File: src/rtl/bp_cce_pkg.sv
// Shared CCE types: directory arbiter FSM states and sizing helpers.
// Watchdog build option: BP_CCE_DIR_ARB_WDOG_EN.
package bp_cce_pkg;

  typedef enum logic [1:0] {
    e_arb_idle,
    e_arb_send,
    e_arb_wait,
    e_arb_resp
  } bp_cce_dir_arb_state_e;

  // Watchdog counter width: at least 8 bits, wider if the limit needs it.
  function automatic int arb_cnt_w(input int max_v);
    int w;
    w = $clog2(max_v + 1);
    return (w > 8) ? w : 8;
  endfunction

endpackage

File: src/rtl/bp_cce_dir_arb_rr.sv
// Combinational round-robin picker: first valid at/after ptr_i, wrapping.
// The pointer register itself lives in the parent.
module bp_cce_dir_arb_rr #(
  parameter int num_req_p = 2,
  localparam int id_w = $clog2(num_req_p)
) (
  input  logic [num_req_p-1:0] v_i,
  input  logic [id_w-1:0]      ptr_i,
  output logic [num_req_p-1:0] grant_oh_o,
  output logic [id_w-1:0]      grant_id_o,
  output logic                 v_o
);

  // Scan from the pointer, wrapping once; take the first valid requester.
  always_comb begin
    int idx;
    grant_oh_o = '0;
    grant_id_o = '0;
    v_o        = 1'b0;
    idx        = 0;
    for (int i = 0; i < num_req_p; i++) begin
      idx = int'(ptr_i) + i;
      if (idx >= num_req_p)
        idx = idx - num_req_p;
      if (!v_o && v_i[idx]) begin
        v_o             = 1'b1;
        grant_id_o      = id_w'(idx);
        grant_oh_o[idx] = 1'b1;
      end
    end
  end

endmodule

File: src/rtl/bp_cce_dir_arbiter.sv
// Round-robin arbiter sharing one CCE directory port among requesters.
// Optional read watchdog: define BP_CCE_DIR_ARB_WDOG_EN.
module bp_cce_dir_arbiter
  import bp_cce_pkg::*;
#(
  parameter int num_req_p   = 2,
  parameter int pkt_width_p = 64,
  parameter int wdog_max_p  = 255,
  localparam int id_w = $clog2(num_req_p)
) (
  input  logic                           clk_i,
  input  logic                           reset_n_i,
  input  logic [num_req_p-1:0]           req_v_i,
  input  logic [num_req_p-1:0]           req_rd_i,
  input  logic [num_req_p*pkt_width_p-1:0] req_pkt_i,
  output logic [num_req_p-1:0]           req_yumi_o,
  output logic                           dir_r_v_o,
  output logic                           dir_w_v_o,
  output logic [pkt_width_p-1:0]         dir_pkt_o,
  input  logic                           dir_busy_i,
  output logic [num_req_p-1:0]           resp_v_o,
  output logic [id_w-1:0]                owner_o,
  output logic                           busy_o,
  output logic                           err_o
);

  bp_cce_dir_arb_state_e r_state, w_state_n;

  logic [id_w-1:0]        r_ptr;
  logic [id_w-1:0]        r_owner;
  logic                   r_rd;
  logic [pkt_width_p-1:0] r_pkt;

  logic [num_req_p-1:0]   w_grant_oh;
  logic [id_w-1:0]        w_grant_id;
  logic                   w_grant_v;
  logic                   w_accept;
  logic                   w_resp;
  logic                   w_wdog_hit;
  logic [id_w-1:0]        w_ptr_n;
  logic [num_req_p-1:0]   w_owner_oh;

  bp_cce_dir_arb_rr #(
    .num_req_p (num_req_p)
  ) u_rr (
    .v_i        (req_v_i),
    .ptr_i      (r_ptr),
    .grant_oh_o (w_grant_oh),
    .grant_id_o (w_grant_id),
    .v_o        (w_grant_v)
  );

  // Accept only from IDLE with the directory free; reset masks the
  // combinational accept so every output is quiet while held in reset.
  assign w_accept = reset_n_i
                  & (r_state == e_arb_idle)
                  & w_grant_v
                  & ~dir_busy_i;

  assign req_yumi_o = w_accept ? w_grant_oh : '0;

  assign w_ptr_n = (int'(w_grant_id) == num_req_p - 1)
                 ? '0
                 : w_grant_id + id_w'(1);

  assign w_owner_oh = {{(num_req_p-1){1'b0}}, 1'b1} << r_owner;

  assign dir_r_v_o = (r_state == e_arb_send) &  r_rd;
  assign dir_w_v_o = (r_state == e_arb_send) & ~r_rd;

  // Writes complete in SEND; reads complete in RESP.
  assign w_resp   = dir_w_v_o | (r_state == e_arb_resp);
  assign resp_v_o = w_resp ? w_owner_oh : '0;

  assign dir_pkt_o = r_pkt;
  assign owner_o   = r_owner;
  assign busy_o    = (r_state != e_arb_idle);

`ifdef BP_CCE_DIR_ARB_WDOG_EN
  localparam int cnt_w = arb_cnt_w(wdog_max_p);

  logic [cnt_w-1:0] r_wdog_cnt;
  logic             r_err;

  // Fires on the wdog_max_p-th consecutive busy cycle spent in WAIT.
  assign w_wdog_hit = (r_state == e_arb_wait)
                    & dir_busy_i
                    & (r_wdog_cnt == cnt_w'(wdog_max_p - 1));

  // Watchdog count cleared on WAIT entry; error flag is sticky.
  always_ff @(posedge clk_i or negedge reset_n_i) begin
    if (!reset_n_i) begin
      r_wdog_cnt <= '0;
      r_err      <= 1'b0;
    end else begin
      if (r_state == e_arb_send)
        r_wdog_cnt <= '0;
      else if (r_state == e_arb_wait)
        r_wdog_cnt <= r_wdog_cnt + cnt_w'(1);
      if (w_wdog_hit)
        r_err <= 1'b1;
    end
  end

  assign err_o = r_err;
`else
  logic w_unused_wdog;

  assign w_unused_wdog = ^wdog_max_p;
  assign w_wdog_hit    = 1'b0;
  assign err_o         = 1'b0;
`endif

  // Next-state: one SEND cycle, reads wait out dir_busy_i.
  always_comb begin
    w_state_n = r_state;
    unique case (r_state)
      e_arb_idle: if (w_accept) w_state_n = e_arb_send;
      e_arb_send: w_state_n = r_rd ? e_arb_wait : e_arb_idle;
      e_arb_wait: begin
        if (!dir_busy_i || w_wdog_hit)
          w_state_n = e_arb_resp;
      end
      e_arb_resp: w_state_n = e_arb_idle;
      default:    w_state_n = e_arb_idle;
    endcase
  end

  // State register.
  always_ff @(posedge clk_i or negedge reset_n_i) begin
    if (!reset_n_i)
      r_state <= e_arb_idle;
    else
      r_state <= w_state_n;
  end

  // Latch winner's packet, op type and id; advance fairness pointer.
  always_ff @(posedge clk_i or negedge reset_n_i) begin
    if (!reset_n_i) begin
      r_ptr   <= '0;
      r_owner <= '0;
      r_rd    <= 1'b0;
      r_pkt   <= '0;
    end else if (w_accept) begin
      r_ptr   <= w_ptr_n;
      r_owner <= w_grant_id;
      r_rd    <= req_rd_i[w_grant_id];
      r_pkt   <= req_pkt_i[w_grant_id*pkt_width_p +: pkt_width_p];
    end
  end

endmodule

File: config.mk
export PLATFORM = sky130hd
export DESIGN_NAME = bp_cce_dir_arbiter
export DESIGN_NICKNAME = d
export VERILOG_FILES = /design/src/rtl/bp_cce_pkg.sv /design/src/rtl/bp_cce_dir_arb_rr.sv /design/src/rtl/bp_cce_dir_arbiter.sv
export SDC_FILE = /design/constraint.sdc
export NUM_CORES = 1
export LEC_CHECK = 0
export BUFFER_PORTS_ARGS = -buffer_cell sky130_fd_sc_hd__buf_4
export CORE_ASPECT_RATIO = 1.25
export CORE_MARGIN = 2
export CORE_UTILIZATION = 48
export DETAILED_ROUTE_END_ITERATION = 7
export GPL_TIMING_DRIVEN = 1
export HOLD_SLACK_MARGIN = 0.02
export PLACE_DENSITY = 0.89
export SLEW_MARGIN = 30
export SYNTH_ARGS = -nofsm -noshare
export SYNTH_HDL_FRONTEND = slang
export SYNTH_SLANG_ARGS = --single-unit
File: constraint.sdc
create_clock -name clk_i -period 2.1 [get_ports clk_i]
set_input_delay 0.525 -clock clk_i [delete_from_list [all_inputs] [get_ports clk_i]]
set_output_delay 0.525 -clock clk_i [all_outputs]
set_load 0.01 [all_outputs]
==> summary.txt, run 1 <==
CTS tree -> done
Initial antenna violation count -> 0
Count of port buffers added during placement -> 206
Pin count of the biggest net entering global routing -> 70
HPWL after detailed placement -> 9.043 mm
Capturing element type of the critical path -> primary output
Critical path buffer and inverter count -> 1
Peak fanout along the critical path -> 7
Leading cell types by total area after synthesis -> sky130_fd_sc_hd__dfrtp_1 47%, sky130_fd_sc_hd__o211ai_1 13%, sky130_fd_sc_hd__a31oi_1 11%
Dominant register cell in the synthesized netlist -> sky130_fd_sc_hd__dfrtp_1
Static leakage -> 2.362 nW
Endpoint arrival time on the critical path -> 1.52 ns
Clk buf depth -> 2
Post-Synthesis Net Count -> 549
First-pass DRT Iterations -> 5
Worst slew margin relative to its limit -> 0.4177
Count of final hold-check violations -> 0
Global-route wire length before repair -> 21.09 mm
Number of routed nets with antenna violations -> 0
Number of H-tree branching levels -> 3
Wirelength, routed -> 13.72 mm
CTS Root Cell -> sky130_fd_sc_hd__clkbuf_8
Count of filler cells inserted in the layout -> 561
Final antenna diode count -> 0
CTS clk-pin slew, worst paths -> 0.08 ns
Number of standard-cell rows in the floorplan -> 35
Kind of path behind the tightest hold check -> input port to flip-flop
Inserted Clock Buffers -> 9
Post-synthesis average cell area -> 8.928 um^2
Run status -> finished, final reports clean
Final design utilization -> 0.7444
Share of Yosys cell area claimed by the top area cell type -> 0.4672
Initial cell density of the core -> 0.4994
Core region area -> 7401 um^2
Kind of start point of the critical path -> flip-flop
Top delay family on crit path -> simple AND/OR/NAND/NOR gates
Width of the die -> 82.49 um
Ratio of cells with drive above 1 in the final layout -> 0.4185
Post-layout minimum cycle time -> 2.046 ns
Number of vias per cell after detailed routing -> 6.378
Largest stage delay on the critical path -> 0.47 ns
Flops & latches, synth -> 69
Fraction of registers with async set/reset -> 1.000
Number of enable-type register cells in the synthesized netlist -> 0
Power density over cell area -> 1260 nW/um^2
Total DRC errors in the routed layout -> 0
Vertical extent of the die -> 102.1 um
Post-Route Skew -> 0.01152 ns
Count of nets after finishing -> 725
DRC marker count from the first detailed-route iteration -> 382
Setup Crit Path Kind -> flip-flop to primary output
Slew at the pin closest to its max-slew limit -> 0.8734 ns
Area of the mapped netlist -> 3696 um^2
IO Count -> 208
Final worst path period share -> 0.9743
Synth cell types -> 23
Number of global-route vias before repair -> 4340
Worst-skew pair later-pin latency -> 0.33 ns
Overflow left after global routing -> 0
Area growth from synthesis to layout -> 49.05%
Sequential share of the synthesized area -> 0.4672
Vias post-DR -> 4382
Count of non-filler cells in the finished layout -> 687
Max-slew violation count -> 0
Endpoints failing setup -> 0
Post-synth top area cell -> sky130_fd_sc_hd__dfrtp_1
Number of maximum-capacitance constraint violations -> 0
Worst IR Drop VDD -> 754.2 uV
Avg WL per Cell -> 19.97 um
Synth warnings -> 0
Required time of the critical path -> 1.57 ns
Total placed cells including tap cells -> 670
Number of sinks driven by the clock tree -> 69
Peak clock frequency supported by timing -> 488.7 MHz
Critical path, cell by cell -> nor3_4, nand2_1, nor3_2, buf_4
Synthesized netlist cell count -> 414
Library cell contributing the largest single delay on the critical path -> sky130_fd_sc_hd__dfrtp_2
All-layer global routing usage -> 0.3215
Floorplan die area -> 8423 um^2
RD Place Congestion -> 0.8585
==> worst register-to-register path, cell delays in order, from the launching register on <==
cell and delay (ns):
sky130_fd_sc_hd__dfrtp_2 0.47, sky130_fd_sc_hd__nor3_4 0.23, sky130_fd_sc_hd__buf_4 0.16, sky130_fd_sc_hd__buf_4 0.45
sky130_fd_sc_hd__a21oi_1 0.19, sky130_fd_sc_hd__a31oi_1 0.20
==> routing by layer <==
metal | track usage | routed length (um) | vias to the layer above | share of wire
met4 | 0.1513 | 457 | 0 | 0.033
li1 | - | - | 1944 | -
met5 | 0 | 0 | - | 0
met3 | 0.05654 | 1158 | 49 | 0.084
met2 | 0.5273 | 6891 | 281 | 0.50
met1 | 0.4090 | 5214 | 2108 | 0.38
==> path summary, 6_finish.rpt <==
check / start / endpoint / slack [ns] / cells after the start
worst max-delay path: r_state[0]$_DFFE_PN0P_ / req_yumi_o[1] / 0.05 / 4
worst min-delay path: dir_busy_i / r_state[0]$_DFFE_PN0P_ / 0.37 / 2
worst max register to register: r_state[0]$_DFFE_PN0P_ / dir_pkt_o[32]$_DFFE_PN0P_ / 0.32 / 5
worst min register to register: dir_pkt_o[58]$_DFFE_PN0P_ / dir_pkt_o[58]$_DFFE_PN0P_ / 0.55 / 2
max in group asynchronous: reset_n_i / r_ptr$_DFFE_PN0P_ / 1.06 / 2
min in group asynchronous: reset_n_i / r_state[0]$_DFFE_PN0P_ / 0.42 / 2
==> cell type report <==
| cell class | instances | area, um^2 | area share |
|---|---|---|---|
| tap | 92 | 115.1 | 0.02089 |
| clock buffer | 12 | 145.1 | 0.02635 |
| sequential | 69 | 1729 | 0.3139 |
| multi-input combinational | 282 | 1690 | 0.3068 |
| timing repair buffer | 224 | 1719 | 0.3121 |
| clock inverter | 4 | 95.09 | 0.01726 |
| inverter | 4 | 15.01 | 0.002725 |
==> through the flow <==
step | TNS, ns | hold slack (ns) | area (um^2) | setup slack (ns) | total power, W
after CTS | 0 | 0.3638 | 5495 | 0.007227 | 0.006917
final | 0 | 0.3671 | 5509 | 0.05390 | 0.006940
after global placement | 0 | 0.5292 | 5255 | 0.2942 | 0.005453
after detailed placement | 0 | 0.5423 | 5255 | 0.2897 | 0.005595
after global routing | -0.01210 | 0.3673 | 5509 | -0.01210 | 0.007334
after floorplan | 0 | 0.2294 | 3696 | 0.2684 | 0.003905
==> Yosys cell counts (all sizes together), types with 2 or more instances <==
library cell / instances
o211ai: 65
nor2: 6
a31oi: 65
nor3: 3
a21oi: 67
clkbuf: 37
dfrtp: 69
buf: 22
inv: 4
nand2: 2
o21ai: 66
==> sequential cells by signal, indices dropped and copies added (netlist names), named ones only <==
signal     flops
r_state        1
r_ptr          1
owner_o        1
r_rd           1
dir_pkt_o     64
==> power breakdown <==
| part | leakage (nW) | internal [W] | switching, W |
|---|---|---|---|
| Combinational | 1.47 | 0.00150 | 0.00169 |
| Clock | 0.121 | 0.000822 | 0.000497 |
| Sequential | 0.768 | 0.00198 | 0.000446 |
==> cell families after synthesis <==
kind of cell	Yosys count	share of synthesized area
muxes	2	0.005755
and+or+nand+nor	15	0.02065
buffers and inverters	63	0.08124
DFF	69	0.4672
AOI/OAI and AO/OA	264	0.4242
other	1	0.001015
==> cell usage in the layout (no fill, tap or decap), drive strengths merged <==
cell    netlist  routed
nand2         2       2
o21a          1       1
clkinv        0       1
nor3b         1       1
a21oi        67      67
nor2          6       6
o211ai       65      65
buf          22     224
or2           1       1
a31oi        65      65
conb          1       1
clkbuf       37      12
nor3          3       3
nor2b         1       1
bufinv        0       3
mux2          1       1
o21ai        66      66
inv           4       4
and2          1       1
dfrtp        69      69
mux2i         1       1
==> timing repair <==
| action | CTS | global route |
|---|---|---|
| hold buffers | 0 | 0 |
| setup buffers | 0 | 1 |
| hold endpoints to repair | 0 | 0 |
| setup endpoints to repair | 0 | 2 |
| resized for setup | 0 | 2 |
Note: power is estimated with default switching activity, not from simulation.
==> run 2: changes to the inputs <==
- SETUP_SLACK_MARGIN: default -> 0.4
==> summary.txt, run 2 (synthesis gave the netlist of run 1 again) <==
Peak fanout along the critical path -> 4 (-3)
Core region area -> 7401 um^2 (unchanged)
Library cell contributing the largest single delay on the critical path -> sky130_fd_sc_hd__dfrtp_2
Slew at the pin closest to its max-slew limit -> 0.8610 ns (-0.01243 ns)
Number of cells on the worst reg-to-reg path -> 6 (+1)
Post-Place Cell Area -> 5233 um^2 (-0.43%)
Leading cell type in the layout, fill and taps excluded -> sky130_fd_sc_hd__buf_4
CTS clk-pin slew, worst paths -> 0.07 ns (about the same)
Width of the die -> 82.49 um (unchanged)
WHS -> 0.3715 ns (+0.004374 ns)
Number of routed nets with antenna violations -> 0 (unchanged)
CTS Root Cell -> sky130_fd_sc_hd__clkbuf_8
Number of maximum-capacitance constraint violations -> 0 (unchanged)
Final antenna diode count -> 0 (unchanged)
Hold Path Cell Cnt -> 2 (unchanged)
Vertical extent of the die -> 102.1 um (unchanged)
Final worst path period share -> 0.8787 (-0.09565)
Number of vias per cell after detailed routing -> 6.297 (-1.3%)
Number of sinks driven by the clock tree -> 69 (unchanged)
Peak clock frequency supported by timing -> 541.9 MHz (+11%)
Floorplan die area -> 8423 um^2 (unchanged)
Static leakage -> 2.365 nW (+0.13%)
Worst slew margin relative to its limit -> 0.4260 (+0.008289)
Worst-skew pair later-pin latency -> 0.34 ns (about the same)
Highest-count cells in the layout ignoring fill and taps -> 222 x sky130_fd_sc_hd__buf_4, 67 x sky130_fd_sc_hd__a21oi_1
DRC marker count from the first detailed-route iteration -> 357 (-6.5%)
Hold Path Sink -> r_state[0]$_DFFE_PN0P_
Count of nets after finishing -> 730 (+0.69%)
Number of buffers inserted for hold repair after clock tree synthesis -> 0 (unchanged)
Post-Route Skew -> 0.009232 ns (-0.002291 ns)
Post-layout instance area -> 5510 um^2 (about the same)
Pin count of the biggest net entering global routing -> 70 (unchanged)
Largest stage delay on the critical path -> 0.44 ns (-0.03 ns)
HPWL after detailed placement -> 8.805 mm (-2.6%)
Critical path buffer and inverter count -> 1 (unchanged)
Setup Crit Path Kind -> flip-flop to primary output
Number of standard-cell rows in the floorplan -> 35 (unchanged)
Initial cell density of the core -> 0.4994 (unchanged)
IO Count -> 208 (unchanged)
Flip-flop count of the largest register, all copies and words added -> 64 (unchanged)
Count of port buffers added during placement -> 206 (unchanged)
Count of final hold-check violations -> 0 (unchanged)
Run status -> finished, final reports clean
Max-slew violation count -> 0 (unchanged)
Final design utilization -> 0.7445 (about the same)
Overflow left after global routing -> 0 (unchanged)
Power density over cell area -> 1213 nW/um^2 (-3.7%)
Reg2Reg Launch Point -> r_state[0]$_DFFE_PN0P_
Worst setup startpoint -> r_state[0]$_DFFE_PN0P_
Endpoint arrival time on the critical path -> 1.32 ns (-0.20 ns)
Inserted Clock Buffers -> 9 (unchanged)
Avg WL per Cell -> 19.38 um (-3.0%)
Hold_sp -> dir_busy_i
Area growth from synthesis to layout -> 49.09% (about the same)
RD Place Congestion -> 0.8609 (+0.28%)
Number of H-tree branching levels -> 3 (unchanged)
RSZ-0062 raised after global routing -> true
Capturing point of the worst reg2reg path -> dir_pkt_o[62]$_DFFE_PN0P_
First-pass DRT Iterations -> 5 (unchanged)
Top delay family on crit path -> flip-flops
Number of global-route vias before repair -> 4078 (-6.0%)
Global-route wire length before repair -> 20.10 mm (-4.7%)
TNS Setup -> 0 ns (unchanged)
Wirelength, routed -> 13.37 mm (-2.5%)
Kind of start point of the critical path -> flip-flop
Initial antenna violation count -> 0 (unchanged)
Worst IR Drop VDD -> 777.9 uV (+3.1%)
All-layer global routing usage -> 0.3109 (-0.01058)
Capturing element type of the critical path -> primary output
Total DRC errors in the routed layout -> 0 (unchanged)
Ratio of cells with drive above 1 in the final layout -> 0.4331 (+0.01462)
Vias post-DR -> 4345 (-0.84%)
Critical path, cell by cell -> nor3_4, nand2_2, nor2_1, buf_4
Clk buf depth -> 2 (unchanged)
Count of non-filler cells in the finished layout -> 690 (+0.44%)
Post-layout minimum cycle time -> 1.845 ns (-0.2009 ns)
Flop2flop setup slack -> 0.39 ns (+0.07 ns)
Count of filler cells inserted in the layout -> 535 (-4.6%)
Kind of path behind the tightest hold check -> input port to flip-flop
Endpoints failing setup -> 0 (unchanged)
CTS tree -> done
Total placed cells including tap cells -> 668 (-0.30%)
Required time of the critical path -> 1.57 ns (about the same)
run 2: changes by cell type in the layout (fill, tap and decap cells not counted), sizes merged:
cell	change
buf	+5
bufinv	-3
clkinv	+1
run 2: timing repair:
action | in CTS | in global routing
pin swaps | 3 | 3
setup buffers | 3 | 5
resized for setup | 6 | 10
endpoints found under the setup margin | 7 | 7
run 2: final cells by class:
| type | instances | area, um^2 | share of cell area |
|---|---|---|---|
| Timing Repair Buffer | 229 | 1763 | 0.3199 |
| Tap cell | 92 | 115.1 | 0.02089 |
| Inverter | 4 | 15.01 | 0.002725 |
| Clock buffer | 12 | 155.1 | 0.02816 |
| Sequential cell | 69 | 1732 | 0.3143 |
| Clock inverter | 2 | 10.01 | 0.001817 |
| Multi-Input combinational cell | 282 | 1720 | 0.3122 |
run 2: per-layer routing:
layer,track usage,part of all wire,vias up
met5,0,0,-
met4,0.1551,0.042,0
met1,0.3928,0.37,2084
met2,0.5105,0.51,257
met3,0.05212,0.082,52
li1,-,-,1952
run 2: stage by stage:
stage,total power (W),setup WS [ns]
global route,0.007116,0.1817
floorplan,0.003910,0.3907
CTS,0.006558,0.2371
global placement,0.005439,0.2809
detailed placement,0.005571,0.2253
finish,0.006682,0.2548
run 2: worst max-delay path by stage:
stage	to	slack [ns]	depth (start not counted)
final	req_yumi_o[0]	0.25	4
after global placement	req_yumi_o[1]	0.28	5
after floorplan	req_yumi_o[0]	0.39	5
after CTS	req_yumi_o[0]	0.24	4
after global routing	req_yumi_o[1]	0.18	4
after detailed placement	dir_pkt_o[30]$_DFFE_PN0P_	0.23	6
run 2: power by group:
part           internal [W]  switching, W  leakage, nW  total (W)
sequential          0.00199      0.000468        0.766    0.00246
clock              0.000477      0.000479       0.0881   0.000956
combinational       0.00158       0.00169         1.51    0.00327
==> run 3: changes to the inputs <==
- CORE_UTILIZATION: 48 -> 41
- CTS_BUF_LIST: default -> sky130_fd_sc_hd__clkbuf_4 sky130_fd_sc_hd__clkbuf_8
- PLACE_DENSITY: 0.89 -> 0.81
- clock period: 2.1 -> 1.6 ns (I/O delays scaled with it)
==> summary.txt, run 3 (synthesis gave the netlist of run 1 again) <==
Post-Place Cell Area -> 5341 um^2 (+2.1%)
Global-route wire length before repair -> 22.13 mm (+10%)
Flip-flop count of the largest register, all copies and words added -> 64 (unchanged)
Core region area -> 8701 um^2 (+18%)
Post-Route Skew -> 0.01396 ns (+0.004728 ns)
Width of the die -> 88.92 um (+7.8%)
HPWL after detailed placement -> 9.183 mm (+4.3%)
Top delay family on crit path -> simple AND/OR/NAND/NOR gates
Critical path, cell by cell -> nor3_4, nand2_4, nor3_4, buf_6
Number of sinks driven by the clock tree -> 69 (unchanged)
Endpoint arrival time on the critical path -> 1.45 ns (+0.13 ns)
Max-slew violation count -> 0 (unchanged)
Initial antenna violation count -> 0 (unchanged)
Final worst path period share -> 1.154
TNS Setup -> -2.221 ns (-2.221 ns)
Capturing element type of the critical path -> primary output
CTS tree -> done
Post-layout instance area -> 7221 um^2 (+31%)
Largest stage delay on the critical path -> 0.47 ns (+0.03 ns)
Violated checks -> setup timing
IO Count -> 208 (unchanged)
RSZ-0062 raised after global routing -> true
Endpoints failing setup -> 55 (+55)
Avg WL per Cell -> 23.38 um (+21%)
Highest-count cells in the layout ignoring fill and taps -> 193 x sky130_fd_sc_hd__buf_4, 83 x sky130_fd_sc_hd__buf_6, 66 x sky130_fd_sc_hd__dfrtp_1, 65 x sky130_fd_sc_hd__o211ai_1, 65 x sky130_fd_sc_hd__o21ai_0
Critical path buffer and inverter count -> 1 (unchanged)
Capturing point of the worst reg2reg path -> dir_pkt_o[40]$_DFFE_PN0P_
Ratio of cells with drive above 1 in the final layout -> 0.5609 (+0.1278)
Worst-skew pair later-pin latency -> 0.35 ns (about the same)
All-layer global routing usage -> 0.2918 (-0.01910)
Number of maximum-capacitance constraint violations -> 0 (unchanged)
Slew at the pin closest to its max-slew limit -> 0.6787 ns (-0.1823 ns)
RD Place Congestion -> 0.8998 (+4.5%)
Setup ws final -> -0.2469 ns (-0.5017 ns)
Vertical extent of the die -> 110.2 um (+7.9%)
Number of H-tree branching levels -> 3 (unchanged)
Pin count of the biggest net entering global routing -> 70 (unchanged)
Overflow left after global routing -> 0 (unchanged)
WHS -> 0.1508 ns (-0.2207 ns)
Library cell contributing the largest single delay on the critical path -> sky130_fd_sc_hd__dfrtp_2
Final design utilization -> 0.8299 (+0.08533)
Area growth from synthesis to layout -> 95.36%
Wirelength, routed -> 18.36 mm (+37%)
Clk buf depth -> 2 (unchanged)
Final antenna diode count -> 0 (unchanged)
Number of routed nets with antenna violations -> 0 (unchanged)
Peak fanout along the critical path -> 4 (unchanged)
Post-layout minimum cycle time -> 1.847 ns
Floorplan die area -> 9795 um^2 (+16%)
CTS clk-pin slew, worst paths -> 0.08 ns (about the same)
Initial cell density of the core -> 0.4248 (-0.07462)
Count of port buffers added during placement -> 206 (unchanged)
Kind of path behind the tightest hold check -> input port to asynchronous set/reset pin
Number of buffers inserted for hold repair after clock tree synthesis -> 0 (unchanged)
CTS Root Cell -> sky130_fd_sc_hd__clkbuf_8
DRC marker count from the first detailed-route iteration -> 292 (-18%)
Worst IR Drop VDD -> 853.5 uV (+9.7%)
Total DRC errors in the routed layout -> 0 (unchanged)
Peak clock frequency supported by timing -> 541.4 MHz
Total power of the final layout -> 0.01214 W (+82%)
Run status -> complete, but fails checks
Setup Crit Path Kind -> flip-flop to primary output
Leading cell type in the layout, fill and taps excluded -> sky130_fd_sc_hd__buf_4
First-pass DRT Iterations -> 5 (unchanged)
Count of final hold-check violations -> 0 (unchanged)
Static leakage -> 2.957 nW (+25%)
Number of cells on the worst reg-to-reg path -> 6 (unchanged)
Worst slew margin relative to its limit -> 0.5475 (+0.1215)
Required time of the critical path -> 1.20 ns (-0.37 ns)
Number of standard-cell rows in the floorplan -> 38 (+8.6%)
Count of nets after finishing -> 796 (+9.0%)
Kind of start point of the critical path -> flip-flop
Vias post-DR -> 4940 (+14%)
Most common cell type on the critical path -> sky130_fd_sc_hd__nor3_4
Number of global-route vias before repair -> 4536 (+11%)
Number of vias per cell after detailed routing -> 6.293 (about the same)
Inserted Clock Buffers -> 9 (unchanged)
Flop2flop setup slack -> -0.09 ns (-0.48 ns)
Power density over cell area -> 1681 nW/um^2 (+39%)
==> run 3: changes by cell type in the layout (fill, tap and decap cells not counted), moves of 6 or more <==
| cell | delta |
|---|---|
| sky130_fd_sc_hd__a31oi_1 | -36 |
| sky130_fd_sc_hd__a31oi_4 | +36 |
| sky130_fd_sc_hd__clkbuf_16 | +6 |
| sky130_fd_sc_hd__buf_4 | -29 |
| sky130_fd_sc_hd__buf_12 | +7 |
| sky130_fd_sc_hd__buf_6 | +78 |
| sky130_fd_sc_hd__a21oi_2 | +6 |
| sky130_fd_sc_hd__a21oi_1 | -9 |
==> run 3: timing repair <==
| item | in CTS | in global routing |
|---|---|---|
| resized for setup | 86 | 97 |
| hold endpoints to repair | 0 | 0 |
| buffers inserted | 30 | 28 |
| gates cloned | 1 | 8 |
| pin swaps | 2 | 11 |
| endpoints found under the setup margin | 139 | 139 |
==> run 3: worst max path at each step <==
stage / cells past startpoint / endpoint / startpoint
floorplan: 4 / req_yumi_o[1] / r_state[0]$_DFFE_PN0P_
global placement: 5 / req_yumi_o[1] / dir_busy_i
detailed placement: 5 / dir_pkt_o[15]$_DFFE_PN0P_ / dir_busy_i
CTS: 4 / req_yumi_o[1] / flip-flop
global route: 4 / req_yumi_o[1] / r_state[0]$_DFFE_PN0P_
finish: 4 / req_yumi_o[1] / flip-flop
==> run 3: layout make-up <==
class | instances | area [um^2]
Timing Repair Buffer | 295 | 2786
Tap cell | 120 | 150.1
Inverter | 4 | 15.01
Sequential cell | 69 | 1730
Multi-Input combinational cell | 282 | 2354
Clock buffer | 14 | 180.2
Fill cell | 483 | 1480
Clock inverter | 1 | 5.005
==> run 3: power breakdown <==
| group | internal (W) | total, W | switching [W] |
|---|---|---|---|
| sequential | 0.00261 | 0.00341 | 0.000801 |
| combinational | 0.00404 | 0.00735 | 0.00331 |
| clock | 0.000716 | 0.00138 | 0.000660 |
==> run 3: routing by layer <==
| layer | track usage | wire length [um] | part of all wire |
|---|---|---|---|
| met1 | 0.3344 | 6163 | 0.34 |
| met2 | 0.5139 | 9667 | 0.53 |
| met3 | 0.05138 | 1447 | 0.079 |
| met4 | 0.1494 | 1076 | 0.059 |
| met5 | 0 | 0 | 0 |
==> run 3: stage by stage <==
step                      setup WS (ns)  cells
after global placement          0.04484    703
final                           -0.2469    785
after floorplan                  0.1318    414
after detailed placement      0.0007007    703
after global routing            -0.2730    785
after CTS                       -0.1925    749
